==> src/rtl/rom_arbiter.sv <==
// Two-master arbiter sharing a single-port instruction memory between the
// fetch port (m0, read-only) and the loader/debug port (m1, read/write).
module rom_arbiter #(
  parameter int unsigned DEPTH = 4096
) (
  input  logic        clk,
  input  logic        rst,

  input  logic        m0_req_i,
  input  logic [31:0] m0_addr_i,
  output logic        m0_ready_o,
  output logic        m0_rvalid_o,
  output logic [31:0] m0_rdata_o,
  output logic        m0_err_o,

  input  logic        m1_req_i,
  input  logic        m1_we_i,
  input  logic        m1_lock_i,
  input  logic [31:0] m1_addr_i,
  input  logic [31:0] m1_wdata_i,
  output logic        m1_ready_o,
  output logic        m1_rvalid_o,
  output logic [31:0] m1_rdata_o,
  output logic        m1_err_o,

  output logic        mem_we_o,
  output logic [31:0] mem_addr_o,
  output logic [31:0] mem_wdata_o,
  input  logic [31:0] mem_rdata_i
);

  localparam logic [31:0] DepthW = 32'(DEPTH);

  typedef enum logic {
    ST_IDLE,
    ST_LOCKED
  } state_e;

  state_e      state_q, state_d;
  logic        last_grant_q, last_grant_d;   // 0 = m0, 1 = m1

  logic        m0_rvalid_q, m0_rvalid_d;
  logic [31:0] m0_rdata_q, m0_rdata_d;
  logic        m0_err_q, m0_err_d;
  logic        m1_rvalid_q, m1_rvalid_d;
  logic [31:0] m1_rdata_q, m1_rdata_d;
  logic        m1_err_q, m1_err_d;

  logic        gnt0, gnt1;
  logic        m0_in_range, m1_in_range;

  assign m0_in_range = {2'b00, m0_addr_i[31:2]} < DepthW;
  assign m1_in_range = {2'b00, m1_addr_i[31:2]} < DepthW;

  // Grants double as ready; reset masks them so nothing is accepted mid-reset.
  always_comb begin
    gnt0 = 1'b0;
    gnt1 = 1'b0;
    if (!rst) begin
      if (state_q == ST_LOCKED) begin
        gnt1 = m1_req_i;
      end else if (m0_req_i && m1_req_i) begin
        gnt0 = last_grant_q;
        gnt1 = !last_grant_q;
      end else begin
        gnt0 = m0_req_i;
        gnt1 = m1_req_i;
      end
    end
  end

  assign m0_ready_o = gnt0;
  assign m1_ready_o = gnt1;

  always_comb begin
    mem_we_o    = 1'b0;
    mem_addr_o  = '0;
    mem_wdata_o = '0;
    if (gnt0) begin
      mem_addr_o = m0_addr_i;
    end else if (gnt1) begin
      mem_addr_o  = m1_addr_i;
      mem_wdata_o = m1_wdata_i;
      mem_we_o    = m1_we_i && m1_in_range;
    end
  end

  always_comb begin
    state_d      = state_q;
    last_grant_d = last_grant_q;
    if (gnt0) last_grant_d = 1'b0;
    else if (gnt1) last_grant_d = 1'b1;

    case (state_q)
      ST_IDLE:   if (gnt1 && m1_lock_i) state_d = ST_LOCKED;
      ST_LOCKED: if (!m1_lock_i) state_d = ST_IDLE;
      default:   state_d = ST_IDLE;
    endcase
  end

  // Response data is captured at acceptance; idle cycles hold zero.
  always_comb begin
    m0_rvalid_d = gnt0;
    m0_err_d    = gnt0 && !m0_in_range;
    m0_rdata_d  = (gnt0 && m0_in_range) ? mem_rdata_i : '0;
    m1_rvalid_d = gnt1;
    m1_err_d    = gnt1 && !m1_in_range;
    m1_rdata_d  = (gnt1 && m1_in_range && !m1_we_i) ? mem_rdata_i : '0;
  end

  always_ff @(posedge clk or posedge rst) begin
    if (rst) begin
      state_q      <= ST_IDLE;
      last_grant_q <= 1'b1;
      m0_rvalid_q  <= 1'b0;
      m0_rdata_q   <= '0;
      m0_err_q     <= 1'b0;
      m1_rvalid_q  <= 1'b0;
      m1_rdata_q   <= '0;
      m1_err_q     <= 1'b0;
    end else begin
      state_q      <= state_d;
      last_grant_q <= last_grant_d;
      m0_rvalid_q  <= m0_rvalid_d;
      m0_rdata_q   <= m0_rdata_d;
      m0_err_q     <= m0_err_d;
      m1_rvalid_q  <= m1_rvalid_d;
      m1_rdata_q   <= m1_rdata_d;
      m1_err_q     <= m1_err_d;
    end
  end

  assign m0_rvalid_o = m0_rvalid_q;
  assign m0_rdata_o  = m0_rdata_q;
  assign m0_err_o    = m0_err_q;
  assign m1_rvalid_o = m1_rvalid_q;
  assign m1_rdata_o  = m1_rdata_q;
  assign m1_err_o    = m1_err_q;

endmodule

==> config.mk <==
export PLATFORM = sky130hd
export DESIGN_NAME = rom_arbiter
export DESIGN_NICKNAME = d
export VERILOG_FILES = /design/src/rtl/rom_arbiter.sv
export SDC_FILE = /design/constraint.sdc
export NUM_CORES = 1
export LEC_CHECK = 0
export ABC_CLOCK_PERIOD_IN_PS = 2930
export BUFFER_PORTS_ARGS = -buffer_cell sky130_fd_sc_hd__buf_2
export CAP_MARGIN = 20
export CORE_AREA = 2 2 103 105
export CTS_CLUSTER_DIAMETER = 120
export DETAILED_ROUTE_END_ITERATION = 16
export DIE_AREA = 0 0 105 107
export PLACE_DENSITY = 0.84
export RECOVER_POWER = 100
export SYNTH_ARGS = -nofsm -noshare
export SYNTH_HDL_FRONTEND = slang
export SYNTH_SLANG_ARGS = --single-unit
==> constraint.sdc <==
create_clock -name clk -period 2.93 [get_ports clk]
set_clock_uncertainty 0.1 [all_clocks]
set_input_delay 0.879 -clock clk [delete_from_list [all_inputs] [get_ports clk]]
set_output_delay 0.879 -clock clk [all_outputs]
set_load 0.05 [all_outputs]
* After elaboration in Yosys (flattened, before gate mapping)
Index checks and enable logic that the tools add are counted.
** Storage, ports and cells
- Flip-flop bits (word level) :: 70
- Output and inout bits :: 135
- Logic and storage cells :: 43
** Cells by class
- Magnitude comparators :: 2
- Multiplexer cells :: 19
- Bitwise logic cells :: 1
- Reductions and logical operators :: 13
** Operators with widths (count)
- $mux 32 :: 6
- $lt 30x13->1 const B :: 2
- $mux 1 :: 12
- $logic_and 1x1->1 :: 8
- $logic_not 1->1 :: 4
- $pmux 1 s2 :: 1
- $reduce_bool 2->1 :: 1
- $not 1->1 :: 1

* Logic depth before layout (Yosys ltp)
Gate-level depths: netlist of run 1.
- Word-level depth :: 7
- Depth in mapped cells :: 6
- Gate-level depth less buffers :: 4

* Worst setup path before layout of run 1
OpenSTA, ideal clock, no wires.
- Path type :: input port to output port
- Start point :: input m1_req_i
- End point :: output mem_addr_o[23]
- Arrival time :: 2.223 ns
- Setup slack :: -0.272 ns
- Stages on the path :: 5
- Buffers on the path :: 1
- Cells stage by stage :: nor2b_2 > nand2_2 > inv_2 > buf_2 > a22o_1
** Between the ends
- Cells in the longest elaborated chain, start to end :: 6
** Ends and longest elaborated chain
- start: declaration :: line 16 : input logic m1_req_i,
- $logic_and 1x1->1 :: line 62 : end else if (m0_req_i && m1_req_i) begin
- $mux 1 :: line 62
- $mux 1 (*) :: line 60 : if (state_q == ST_LOCKED) begin
- $mux 1 (*) :: line 59 : if (!rst) begin
- via m1_ready_o :: line 21 : output logic m1_ready_o,
- $mux 32 (*) :: line 81 : end else if (gnt1) begin
- $mux 32 (*) :: line 79 : if (gnt0) begin
- end: declaration :: line 27 : output logic [31:0] mem_addr_o,
Mark *: on every way through the listed nets, which the timed path passes. The rest lies on a longest branch.

* Final worst setup path of run 1
- Start point :: input m1_addr_i[17]
- End point :: output mem_we_o
** Between the ends
- Cells in the longest elaborated chain, start to end :: 4
** Ends and longest elaborated chain
- start: declaration :: line 19 : input logic [31:0] m1_addr_i,
- $lt 30x13->1 :: line 53 : assign m1_in_range = {2'b00, m1_addr_i[31:2]} < DepthW;
- $logic_and 1x1->1 :: line 84 : mem_we_o = m1_we_i && m1_in_range;
- $mux 1 :: line 81
- $mux 1 :: line 79
- end: declaration :: line 26 : output logic mem_we_o,
No other way between the ends.

==> impl_metrics.json, run 1 <==
{
  "cts_max_path_buffers": 2,
  "synth_warnings": 0,
  "finalHoldViolations": 0,
  "yosysMostFrequentCell": "dfrtp_1",
  "top_layer": "met4",
  "drt_iter0_markers": 288,
  "ys_seq_area_frac": 0.483,
  "vdd_ir_drop_max_v": 0.000178,
  "synthCells": 330,
  "status": "finished, violations left",
  "critPathLaunch": "m1_addr_i[17]",
  "drc": 0,
  "fmax_ghz": 0.337,
  "dieHeight_um": 107,
  "core_area_um2": 10100,
  "clock_latency_ns": 0.35,
  "reg2reg_depth": 4,
  "wl_per_cell_um": 18.3,
  "critical_path_required_ns": 1.95,
  "drv_slew": 0,
  "finalNonFillerCells": 752,
  "power-per-cell-area_nw_per_um2": 431,
  "critPathBufInv": 3,
  "die_area_um2": 11200,
  "dominantRegCellSynth": "dfrtp_1",
  "cts_tree": "yes",
  "drive_above_1_share": 0.489,
  "met3_length_um": 977,
  "grt_max_degree": 43,
  "overflow": 0,
  "synth_top_area_cell": "dfrtp_1",
  "num_antenna_cells": 0,
  "wl_um": 13800,
  "via_count": 3914,
  "end_kind": "output port",
  "fin_crit_ns": 2.97,
  "htreeDepth": 3,
  "cts-buffers-inserted": 9,
  "startpoint_type": "primary input",
  "hold_depth": 2,
  "grt_use_total": 0.227,
  "worst-path-stages": 6,
  "vias_per_cell": 5.20,
  "crit_top_cell": "and4_4",
  "synth_cell_type_count": 32,
  "slowest_delay_ns": 0.25,
  "ys_ff_latch": 70,
  "cp_slowest_cell": "nor4_2",
  "die_x_um": 105,
  "criticalPathCategory": "primary input to output port",
  "rows": 37,
  "hold_path_class": "flop to flop",
  "crit_family": "simple AND/OR/NAND/NOR gates",
  "p_leak_nw": 2.94,
  "crit_arrival_ns": 1.99,
  "antenna_left": 0,
  "netlist_top_cells_area": "dfrtp_1 (48%), nor4_2 (10%), a22o_1 (7.5%)",
  "firstDrtPassIters": 4,
  "antenna_found_initial": 0,
  "grt_pass1_vias": 3863,
  "final_core_util": 0.570,
  "max-cap-violations": 0,
  "syn_nets": 464,
  "worst_pin_slew_ns": 1.26,
  "synth_area_um2": 3630,
  "wl_met2_um": 6790,
  "cts_root_buf": "clkbuf_8",
  "async_flop_share": 1.00,
  "nets": 745,
  "place_inst": 729,
  "area_growth_pct": 58.6,
  "crit_chain": "buf_6 > nor4_2 > buf_4 > and4_4 > and4_4 > buf_8",
  "place.gp.congestion": 0.929,
  "synth_edf_count": 0,
  "hold_start": "last_grant_q",
  "synth_top_cell_area_share": 0.476,
  "avgSynthCellArea_um2": 11.0,
  "initial_core_util": 0.359,
  "synth_common_cells": "dfrtp_1 (69), and3_1 (32), nand3_1 (32), nor3_1 (32), a22o_1 (31)",
  "rsz0062_at_grt": "yes",
  "met1_length_um": 5530,
  "failed_checks": "negative setup slack",
  "pin_count": 269,
  "worst-path-max-fanout": 2,
  "place.port_buffers": 268,
  "cts.clk_slew.worst_paths_ns": 0.07,
  "finalSetupViolCount": 2,
  "rr_startpoint": "state_q",
  "grt_pass1_wl_um": 19900,
  "dp_hpwl_um": 9850,
  "fin_crit_sh": 1.01,
  "slew_headroom": 0.159,
  "fin_ws_ns": -0.0408,
  "clock-sinks": 70
}
final timing paths:
check | endpoint | slack [ns]
hold / removal | last_grant_q | 0.46
setup / recovery | mem_we_o | -0.04
hold reg to reg | last_grant_q | 0.46
setup reg to reg | m1_rdata_o[19] | 1.08
max in group asynchronous | m1_rdata_o[23] | 0.81
min in group asynchronous | state_q | 0.47
layout make-up:
cell class,instances,area (um^2)
Fill cell,905,4340
Timing Repair Buffer,310,1950
Sequential cell,70,1750
Multi-Input combinational cell,217,1670
Tap cell,136,170
Clock buffer,13,169
Clock inverter,3,17.5
Inverter,3,11.3
cell families (layout without fill, tap and decap cells):
family                 count (synthesis)  after routing  synth area share
AO/OA/AOI/OAI                         35             35            0.0832
buffers and inverters                 43            329            0.0728
flip-flops                            70             70             0.483
AND/OR/NAND/NOR                      182            182             0.361
power by group:
part / leakage (nW) / switching, W / internal, W
registers: 0.971 / 0.00000614 / 0.000975
logic: 1.87 / 0.000466 / 0.000309
clock network: 0.0954 / 0.000346 / 0.000374
stage by stage:
step                      worst slack (ns)  power [W]  setup TNS (ns)  hold WS (ns)  area [um^2]
after floorplan                    -0.0717    0.00145          -0.159         0.403         3790
after global placement              -0.184    0.00167           -1.09         0.418         5370
after detailed placement            -0.190    0.00168           -2.09         0.449         5370
after CTS                          -0.0345    0.00244         -0.0642         0.438         5720
after global routing               -0.0607    0.00258          -0.154         0.467         5750
final                              -0.0408    0.00248         -0.0410         0.456         5750
worst register-to-register path: stages (launching register included):
cell      delay, ns
dfrtp_1        0.42
nand3b_4       0.17
nand2_1        0.08
clkbuf_2       0.46
nor4_1         0.48
cells in the final DEF, fill, tap and decap left out, types with 2 or more instances in the layout:
master / count
buf_2: 161
clkbuf_1: 71
dfrtp_1: 69
and3_1: 32
nor4_1: 32
nand3_1: 32
nor3_1: 32
or2b_1: 30
buf_4: 30
buf_6: 22
a22o_4: 20
buf_8: 13
clkbuf_8: 12
a22o_2: 10
nor4_2: 4
nor2_1: 4
buf_12: 4
clkbuf_2: 4
nand2b_1: 3
clkbuf_16: 3
inv_2: 2
a22o_1: 2
nor4_4: 2
nand4_1: 2
and4_4: 2
o21a_1: 2
clkinv_2: 2
clkbuf_4: 2
layer usage:
metal	global-route usage	up-vias
met5	0	-
met4	0.118	0
met3	0.0468	39
met2	0.378	208
met1	0.278	1884
li1	-	1783
registers in the layout, summed over array words and instances, names as in the netlist:
register,cells
m0_rdata_o,32
m1_rdata_o,32
last_grant_q,1
m0_err_o,1
m0_rvalid_o,1
m1_err_o,1
m1_rvalid_o,1
state_q,1
what timing repair did:
item / 4_1_cts / 5_1_grt
gates resized for setup: 47 / 48
hold buffers: 0 / 0
setup endpoints to repair: 33 / 54
buffers inserted: 0 / 3
cloned: 1 / 3
pin swaps: 3 / 6
(Power assumes the default switching activity.)
==> run 2, diff against run 1 <==
--- a/config.mk
+++ b/config.mk
@@ -12,7 +12,7 @@
 export CTS_CLUSTER_DIAMETER = 120
 export DETAILED_ROUTE_END_ITERATION = 16
 export DIE_AREA = 0 0 105 107
-export PLACE_DENSITY = 0.84
+export PLACE_DENSITY = 0.77
 export RECOVER_POWER = 100
 export SYNTH_ARGS = -nofsm -noshare
 export SYNTH_HDL_FRONTEND = slang
==> impl_metrics.json, run 2 (synthesized netlist as in run 1, its figures left out) <==
{
  "status": "finished, violations left",
  "failed_checks": "max-capacitance violations, max-slew violations, negative setup slack",
  "htreeDepth": 3,
  "cts_setup_buffers": 0,
  "place.gp.congestion": 0.926,
  "pin_count": 269,
  "layout_common_cells": "buf_2 (130), clkbuf_1 (70), dfrtp_1 (69), buf_4 (39)",
  "worst-path-max-fanout": 2,
  "core_area_um2": 10100,
  "fin_ws_ns": -0.0233,
  "cts_hold_buf": 0,
  "drive_above_1_share": 0.485,
  "regToRegSetupSlack_ns": 1.10,
  "overflow": 0,
  "p_seq_frac": 0.393,
  "grt_use_total": 0.228,
  "end_kind": "output port",
  "fin_crit_sh": 1.01,
  "clock-sinks": 70,
  "met3_length_um": 885,
  "drv_slew": 71,
  "intPower_w": 0.00167,
  "finalHoldViolations": 0,
  "num_antenna_cells": 0,
  "p_leak_nw": 2.86,
  "cp_slowest_cell": "or4_4",
  "combinationalPowerShare": 0.299,
  "rsz0062_at_grt": "yes",
  "crit_chain": "buf_2 > or4_4 > inv_2 > and4_4 > buf_8",
  "area_growth_pct": 55.5,
  "wl_met2_um": 6910,
  "dieHeight_um": 107,
  "grt_pass1_wl_um": 20200,
  "worst_pin_slew_ns": 1.71,
  "dp_hpwl_um": 9870,
  "pwr-share-clk": 0.308,
  "die_x_um": 105,
  "via_count": 3858,
  "fmax_ghz": 0.339,
  "criticalPathCategory": "primary input to output port",
  "grt_pass1_vias": 3864,
  "place_ws_ns": -0.262,
  "hold_path_class": "flop to flop",
  "antenna_left": 0,
  "cts.clk_slew.worst_paths_ns": 0.07,
  "finalSetupViolCount": 1,
  "vdd_ir_drop_max_v": 0.000252,
  "place.port_buffers": 268,
  "nFillCells": 948,
  "grt_max_degree": 71,
  "fin_crit_ns": 2.95,
  "wl_um": 13600,
  "drc": 0,
  "cts_max_path_buffers": 2,
  "wl_per_cell_um": 18.2,
  "cts_tree": "yes",
  "startpoint_type": "primary input",
  "vias_per_cell": 5.16,
  "initial_core_util": 0.359,
  "crit_arrival_ns": 1.97,
  "firstDrtPassIters": 4,
  "mostFrequentLayoutCell": "buf_2",
  "top_layer": "met4",
  "critical_path_required_ns": 1.95,
  "slew_headroom": -0.141,
  "antenna_found_initial": 0,
  "cts-buffers-inserted": 9,
  "critPathBufInv": 3,
  "slowest_delay_ns": 0.54,
  "final_core_util": 0.559,
  "drt_iter0_markers": 244,
  "cts_root_buf": "clkbuf_8",
  "crit_family": "simple AND/OR/NAND/NOR gates",
  "p_sw_frac": 0.330,
  "met1_length_um": 5480,
  "clock_latency_ns": 0.32,
  "nets": 742,
  "p_sw_w": 0.000825,
  "max-cap-violations": 1,
  "die_area_um2": 11200,
  "power-per-cell-area_nw_per_um2": 443,
  "timing.hold.ws_ns": 0.445,
  "rows": 37
}
-- run 2: tightest hold or removal path, delay by kind of cell, from the launching register on --
family           cells  cell delay, ns
and+or+nand+nor      2            0.15
DFF                  1            0.39
-- run 2: metrics by stage --
step	area (um^2)	instances	total power (W)	setup TNS [ns]
floorplan	3790	330	0.00145	-0.159
global placement	5420	730	0.00168	-1.22
detailed placement	5420	730	0.00169	-2.29
CTS	5740	745	0.00249	-0.0296
global route	5640	748	0.00261	-0.858
finish	5640	748	0.00250	-0.0233
-- run 2: final timing paths --
kind | to | startpoint | cells past startpoint
setup / recovery | mem_we_o | m1_addr_i[25] | 5
hold / removal | last_grant_q | last_grant_q | 2
setup reg to reg | m1_rdata_o[20] | state_q | 4
hold reg to reg | last_grant_q | last_grant_q | 2
max in group asynchronous | m1_rdata_o[21] | rst | 3
min in group asynchronous | m0_rdata_o[23] | rst | 3
-- run 2: cell type report --
cell class              count  area (um^2)  share of cell area
repair buffers            307         1850               0.327
flip-flops and latches     70         1750               0.311
multi-input cells         217         1660               0.294
well taps                 136          170              0.0302
inverters                   3         13.8             0.00244
clock buffers              10          138              0.0244
clock inverters             5         60.1              0.0107
-- run 2: layer usage --
metal,track usage,vias up
met1,0.285,1861
met2,0.391,196
li1,-,1770
met4,0.0819,0
met3,0.0462,31
met5,0,-
-- run 2: repair_timing --
| item | in CTS | in global routing |
|---|---|---|
| resized for setup | 41 | 35 |
| pin swaps | 2 | 4 |
| endpoints found under the setup margin | 31 | 51 |
| gates cloned | 0 | 3 |
-- run 2: power by group through the flow --
stage / Sequential, W / Clock [W] / Combinational [W]
2_1_floorplan: 0.00101 / 0 / 0.000434
3_3_place_gp: 0.000999 / 0 / 0.000680
3_5_place_dp: 0.00100 / 0 / 0.000691
4_1_cts: 0.000981 / 0.000786 / 0.000720
5_1_grt: 0.000982 / 0.000844 / 0.000782
6_report: 0.000981 / 0.000771 / 0.000746
